**src/rtl/window_scheduler.sv**
```systemverilog
// Raster-scan window sequencer: walks every detection-window origin, hands it to the classifier, and streams out accepted origins.
// Optional WINDOW_SCHED_STATS_EN adds saturating win_count/det_count outputs.
module window_scheduler #(
  parameter int unsigned IMG_WIDTH  = 320,
  parameter int unsigned IMG_HEIGHT = 240,
  parameter int unsigned WIN_SIZE   = 25,
  parameter int unsigned STEP       = 1,
  localparam int unsigned W_X = $clog2(IMG_WIDTH),
  localparam int unsigned W_Y = $clog2(IMG_HEIGHT)
) (
  input  logic           clk,
  input  logic           rst,
  input  logic           start,
  input  logic           abort,
  output logic           busy,
  output logic           done,
  output logic           win_valid,
  input  logic           win_ready,
  output logic [W_X-1:0] win_x,
  output logic [W_Y-1:0] win_y,
  input  logic           result_valid,
  output logic           result_ready,
  input  logic           result_data,
  output logic           det_valid,
  input  logic           det_ready,
  output logic [W_X-1:0] det_x,
  output logic [W_Y-1:0] det_y
`ifdef WINDOW_SCHED_STATS_EN
  ,
  output logic [31:0]    win_count,
  output logic [31:0]    det_count
`endif
);

  localparam int unsigned X_LAST = IMG_WIDTH - WIN_SIZE;
  localparam int unsigned Y_LAST = IMG_HEIGHT - WIN_SIZE;

  localparam logic [2:0] S_IDLE  = 3'd0;
  localparam logic [2:0] S_ISSUE = 3'd1;
  localparam logic [2:0] S_WAIT  = 3'd2;
  localparam logic [2:0] S_EMIT  = 3'd3;
  localparam logic [2:0] S_ADV   = 3'd4;
  localparam logic [2:0] S_DONE  = 3'd5;

  if (IMG_WIDTH < WIN_SIZE || IMG_HEIGHT < WIN_SIZE) begin : g_bad_geometry
    $error("window_scheduler: image %0dx%0d smaller than window %0d",
           IMG_WIDTH, IMG_HEIGHT, WIN_SIZE);
  end
  if (STEP < 1) begin : g_bad_step
    $error("window_scheduler: STEP must be at least 1");
  end

  logic [2:0]     state_q, state_d;
  logic [W_X-1:0] x_q, x_d;
  logic [W_Y-1:0] y_q, y_d;
  logic [W_X-1:0] det_x_q, det_x_d;
  logic [W_Y-1:0] det_y_q, det_y_d;

  logic           res_hs;
  logic           det_hs;
  logic           x_fits;
  logic           y_fits;
  int unsigned    x_ext;
  int unsigned    y_ext;

  assign res_hs = (state_q == S_WAIT) && result_valid;
  assign det_hs = (state_q == S_EMIT) && det_ready;

  // Compare in 32 bits before adding so the origin counters never wrap.
  always_comb begin
    x_ext  = 32'(x_q);
    y_ext  = 32'(y_q);
    x_fits = (x_ext + STEP) <= X_LAST;
    y_fits = (y_ext + STEP) <= Y_LAST;
  end

  always_comb begin
    state_d = state_q;
    x_d     = x_q;
    y_d     = y_q;
    det_x_d = det_x_q;
    det_y_d = det_y_q;

    case (state_q)
      S_IDLE: begin
        if (start) begin
          x_d     = '0;
          y_d     = '0;
          state_d = S_ISSUE;
        end
      end
      S_ISSUE: begin
        if (win_ready) state_d = S_WAIT;
      end
      S_WAIT: begin
        if (result_valid) begin
          if (result_data) begin
            det_x_d = x_q;
            det_y_d = y_q;
            state_d = S_EMIT;
          end else begin
            state_d = S_ADV;
          end
        end
      end
      S_EMIT: begin
        if (det_ready) state_d = S_ADV;
      end
      S_ADV: begin
        if (x_fits) begin
          x_d     = W_X'(x_ext + STEP);
          state_d = S_ISSUE;
        end else if (y_fits) begin
          x_d     = '0;
          y_d     = W_Y'(y_ext + STEP);
          state_d = S_ISSUE;
        end else begin
          state_d = S_DONE;
        end
      end
      S_DONE: state_d = S_IDLE;
      default: state_d = S_IDLE;
    endcase

    // Abort wins over start and every handshake: freeze datapath, drop to IDLE.
    if (abort) begin
      state_d = S_IDLE;
      x_d     = x_q;
      y_d     = y_q;
      det_x_d = det_x_q;
      det_y_d = det_y_q;
    end
  end

  always_ff @(posedge clk or posedge rst) begin
    if (rst) begin
      state_q <= S_IDLE;
      x_q     <= '0;
      y_q     <= '0;
      det_x_q <= '0;
      det_y_q <= '0;
    end else begin
      state_q <= state_d;
      x_q     <= x_d;
      y_q     <= y_d;
      det_x_q <= det_x_d;
      det_y_q <= det_y_d;
    end
  end

  assign busy         = (state_q != S_IDLE);
  assign done         = (state_q == S_DONE);
  assign win_valid    = (state_q == S_ISSUE);
  assign result_ready = (state_q == S_WAIT);
  assign det_valid    = (state_q == S_EMIT);
  assign win_x        = x_q;
  assign win_y        = y_q;
  assign det_x        = det_x_q;
  assign det_y        = det_y_q;

`ifdef WINDOW_SCHED_STATS_EN
  logic [31:0] win_count_q, win_count_d;
  logic [31:0] det_count_q, det_count_d;

  // Counters hold across abort; only an accepted start clears them.
  always_comb begin
    win_count_d = win_count_q;
    det_count_d = det_count_q;
    if (!abort) begin
      if (state_q == S_IDLE && start) begin
        win_count_d = '0;
        det_count_d = '0;
      end
      if (res_hs && win_count_q != '1) win_count_d = win_count_q + 32'd1;
      if (det_hs && det_count_q != '1) det_count_d = det_count_q + 32'd1;
    end
  end

  always_ff @(posedge clk or posedge rst) begin
    if (rst) begin
      win_count_q <= '0;
      det_count_q <= '0;
    end else begin
      win_count_q <= win_count_d;
      det_count_q <= det_count_d;
    end
  end

  assign win_count = win_count_q;
  assign det_count = det_count_q;
`else
  logic unused_hs;
  assign unused_hs = res_hs ^ det_hs;
`endif

endmodule
```
**config.mk**
```make
export PLATFORM = sky130hd
export DESIGN_NAME = window_scheduler
export DESIGN_NICKNAME = d
export VERILOG_FILES = /design/src/rtl/window_scheduler.sv
export SDC_FILE = /design/constraint.sdc
export NUM_CORES = 1
export LEC_CHECK = 0
export BUFFER_PORTS_ARGS = -buffer_cell sky130_fd_sc_hd__buf_4
export CAP_MARGIN = 25
export CORE_ASPECT_RATIO = 0.9
export CORE_MARGIN = 2
export CORE_UTILIZATION = 30
export CTS_CLUSTER_DIAMETER = 200
export DETAILED_ROUTE_END_ITERATION = 16
export PLACE_DENSITY = 0.59
export SLEW_MARGIN = 20
export SYNTH_ARGS = -nofsm -noshare
export SYNTH_HDL_FRONTEND = slang
export SYNTH_SLANG_ARGS = --single-unit
```
**constraint.sdc**
```tcl
create_clock -name clk -period 2.4 [get_ports clk]
set_input_delay 0.6 -clock clk [delete_from_list [all_inputs] [get_ports clk]]
set_output_delay 0.6 -clock clk [all_outputs]
set_load 0.01 [all_outputs]
```
# == Yosys cells after proc, flatten, opt, wreduce, memory -nomap -nowiden ==
# Index checks and enable logic that the tools add are counted.
# totals
regBits,37
# classes
addsub,2
order_cmp,2
n_eq_ne,13
muxes,17
bitwise_logic,1
reduce_logical,7
# op_table
cell,count
$le 32x8->1 const B,1
$le 32x9->1 const B,1
$mux 9,3
$mux 3,8
$mux 8,3
$pmux 9 s2,1
$pmux 8 s2,1
$pmux 3 s5,1
$reduce_and 4->1,3
$add 9x1->10 const B,1
$add 8x1->9 const B,1
$ne 3x3->1 const B,3
$eq 3x2->1 const B,2
$eq 3x3->1 const B,2
$ne 2x2->1 const B,3
$ne 3x2->1 const B,2
$reduce_and 5->1,1
$eq 3x1->1 const B,1
$logic_not 3->1,1
$reduce_bool 3->1,1
$reduce_bool 2->1,1
$not 1->1,1

# == Logic depth before layout (Yosys ltp) ==
# depth
word_depth,6
depth_mapped,9
depth_no_buf,8

# == Least setup slack after synthesis ==
# No wires, ideal clock.
# synth_path
kind,reg-to-reg
startpoint,"reg x_q[1], in the netlist win_x[1]"
endpoint,"reg y_q[3], in the netlist win_y[3]"
arrival_ns,2.113
slack_ns,0.192
path_stages_with_launch,10
n_path_buf,1
cell_sequence,dfrtp_1 > ha_1 > nand3_2 > nor3_2 > xnor2_1 > a31oi_4 > nor2b_2 > or3_1 > buf_6 > o31ai_1
# synth_between
elab_chain_len,4
# synth_lines
item,line,rtl
"start, declared",54,"logic [W_X-1:0] x_q, x_d;"
"start signal, assigned",138,x_q <= '0;
"start signal, assigned",144,x_q <= x_d;
$add 9x1->10,-,
$le 32x9->1,73,x_fits = (x_ext + STEP) <= X_LAST;
$ne 2x2->1 (no line),-,
$reduce_and 5->1 (no line),-,
"end signal, assigned",145,y_q <= y_d;
"end, declared",55,"logic [W_Y-1:0] y_q, y_d;"
# Every way passes these cells.
# A chain may end at the register's enable or synchronous reset.

# == Worst setup path after layout ==
# layout_path
startpoint,"reg y_q[1], in the netlist win_y[1]"
endpoint,"reg y_q[4], in the netlist win_y[4]"
# layout_between
elab_chain_len,4
# layout_lines
item,line,rtl
$add 8x1->9 *,115,y_d = W_Y'(y_ext + STEP);
$le 32x8->1 / $mux 8 (equally long branches),"74, 113",
$ne 2x2->1 (no line) / $mux 8 (equally long branches),-,
$reduce_and 5->1 (no line) / $pmux 8 s2 (equally long branches),-,
# Mark *: on every way between the ends. The rest lies on a longest branch, timed or not. The select of a mux whose other input is x is not followed.

==> flow_metrics.py <==
metrics = {
    "final_layout": {
        "nFillCells": 678,
        "antenna_cells": 0,
        "drive_gt1_share_pct": 36.1,
        "nNetsFinal": 286,
        "syn_to_final_growth_pct": 30.5,
    },
    "synth": {
        "async_flop_share_pct": 100,
        "synthTopCellsByArea": "dfrtp_1 44%, mux2_2 5.4%, o21ai_0 4.3%",
        "synth-compound-area-share_pct": 18.9,
        "netlist_area_sq_mm": 0.00209,
        "syn_area_per_cell_sq_um": 9.78,
        "synth_fa_ha_area_share_pct": 2.39,
        "synth.largest_area_cell": "dfrtp_1",
        "ys_warn_count": 0,
        "yosysSeqAreaShare_pct": 44.2,
        "netlist_instances": 214,
        "synth_common_cells": "37 x dfrtp_1, 18 x o21ai_0, 17 x nand2_1",
        "ys_types": 54,
        "ys_ff_latch": 37,
        "synth_top_area_share_pct": 44.2,
        "synthMuxAreaShare_pct": 7.41,
        "synth_top_family_by_area": "simple AND/OR/NAND/NOR gates",
        "synth_edf_count": 0,
        "syn_nets": 226,
        "ys.flop_type": "dfrtp_1",
        "synth_xor_area_share_pct": 1.67,
        "synth-simple-area-share_pct": 20.1,
        "synth_most_common_cell": "dfrtp_1",
    },
    "pwr": {
        "p_leak_uw": 0.00123,
        "p_per_area_mw_per_mm2": 450,
        "peakVddDrop_mv": 0.173,
    },
    "clocking": {
        "root_buffer": "clkbuf_8",
        "cts.clk_slew.worst_paths_ns": 0.08,
        "htree_levels": 2,
        "cts_tree": "done",
        "numCtsBuffers": 5,
        "worstSkewPairLatency_ns": 0.30,
        "clockBufferDepth": 2,
        "post_cts_resized": 1,
        "cts.hold.buffers_added": 0,
        "cts_sinks": 37,
        "postCtsSetupBuffers": 0,
    },
    "placement": {
        "dp_hpwl_mm": 3.81,
        "io_buffer_count": 46,
        "routabilityCongestion": 0.908,
    },
    "drt": {
        "vias_per_cell": 5.03,
        "num_vias": 1832,
        "drt-initial-drc-count": 115,
        "wire_per_inst_um": 14.6,
        "dr.pass1.iters": 4,
        "wirelength_mm": 5.31,
        "post-route-drc-count": 0,
        "detail-route-antenna-nets": 0,
    },
    "setup_path": {
        "crit_path_max_fanout": 7,
        "reg2reg_slack_ns": 0.14,
        "reg2reg_from": "win_y[1]$_DFFE_PP0P_",
        "cp-startpoint": "win_y[1]$_DFFE_PP0P_",
        "critical_path.startpoint_type": "flip-flop",
        "crit_type": "flip-flop to flip-flop",
        "crit_arrival_ns": 2.43,
        "required_ns": 2.57,
        "worstSetupEndpointType": "flip-flop",
    },
    "timing": {
        "finClkSkew_ns": 0.0116,
        "worst_pin_slew_ns": 0.496,
        "slew_headroom_pct": 67.0,
        "fmax_mhz": 442,
        "slew_violations": 0,
        "finalCritPeriodShare_pct": 94.2,
        "grt_setup_unrepaired": "false",
        "final-setup-viol-count": 0,
        "timing.final.hold_violations": 0,
        "tns_ns": 0,
        "hold-worst-slack_ns": 0.415,
        "period_needed_ns": 2.26,
    },
    "global_routing": {
        "grt_antenna_before_repair": 0,
        "grt_pass1_vias": 1737,
        "grt.overflow.total": 0,
        "grt_pass1_wl_mm": 8.58,
        "grt_max_degree": 38,
        "grt.total_usage_pct": 14.0,
    },
    "floorplan": {
        "core_area_sq_mm": 0.00666,
        "die_h_um": 83.2,
        "die-area_sq_mm": 0.00766,
        "fp-row-count": 28,
        "die_x_um": 92.1,
        "start_util_pct": 31.4,
        "ios": 47,
    },
    "run": {
        "drv_cap": 0,
    },
    "status": {
        "status": "completed",
    },
    "hold_path": {
        "hold_class": "primary input to asynchronous set/reset pin",
    },
}
==> critical path: stages (launching register included) <==
cell and delay [ns]:
dfrtp_1 0.40, ha_1 0.29, o21ai_0 0.11, a32o_1 0.26, o21ai_0 0.29, o21ai_1 0.18, buf_4 0.19, o311ai_0 0.30
o31ai_1 0.12
==> per-layer routing <==
metal  GRT usage [%]  vias up  wire (um)
li1                -      908          -
met1            19.6      868       2740
met2            21.1       48       2290
met3            2.45        8        189
met4            5.97        0         91
met5               0        -          0
==> sequential cells by signal, summed over array words and instances, names as in the netlist <==
register,cells
det_y,8
win_y,8
det_x,9
state_q,3
win_x,9
==> where the power goes <==
part | leakage [uW] | internal, uW | switching (uW)
clock network | 0.0000443 | 228 | 220
logic | 0.000679 | 67.7 | 77.4
registers | 0.000512 | 631 | 5.51
==> path summary, 6_finish.rpt <==
check / cells past startpoint / endpoint
worst max-delay path: 8 / win_y[4]$_DFFE_PP0P_
worst min-delay path: 3 / det_y[7]$_DFFE_PP0P_
worst max register to register: 8 / win_y[4]$_DFFE_PP0P_
worst min register to register: 2 / det_x[5]$_DFFE_PP0P_
max in group asynchronous: 3 / win_x[3]$_DFFE_PP0P_
min in group clk: 2 / det_x[5]$_DFFE_PP0P_
==> stage by stage <==
stage / std cells / total power, uW / utilization, % / instance area (sq um) / setup WS, ns
finish: 364 / 1230 / 41.1 / 2730 / 0.139
global route: 364 / 1280 / 41.1 / 2730 / 0.0128
floorplan: 214 / 731 / - / 2090 / 0.192
CTS: 364 / 1240 / 41.0 / 2730 / 0.0875
global placement: 357 / 795 / 39.6 / 2640 / 0.0712
detailed placement: 357 / 795 / 39.6 / 2640 / 0.00595
==> placed cells by master (no fill, tap or decap), types with 3 or more instances in the layout <==
cell	n
inv_1	9
or3_1	3
o311ai_0	3
nor2_1	13
nand3_1	10
and2_1	3
nor3b_1	4
nand4_1	6
buf_4	67
nand2_1	17
mux2_2	10
o22ai_1	3
a21oi_1	5
o31ai_1	7
xnor2_1	4
ha_1	3
o21ai_0	18
dfrtp_1	35
clkbuf_8	6
==> cell families after synthesis <==
group / count (synthesis)
AO/OA/AOI/OAI: 55
XOR/XNOR: 4
adder cells (fa/ha/maj): 4
buffers and inverters: 24
flip-flops: 37
multiplexers: 13
AND/OR/NAND/NOR: 77
==> layout make-up <==
class,instances,area [sq um],share of cell area [%]
multi-input combinational,153,1060,39.0
sequential,37,928,34.0
timing repair buffer,67,503,18.4
tap,90,113,4.12
clock buffer,7,86.3,3.16
inverter,10,37.5,1.37
No activity file was read; power rests on OpenSTA's default activity.
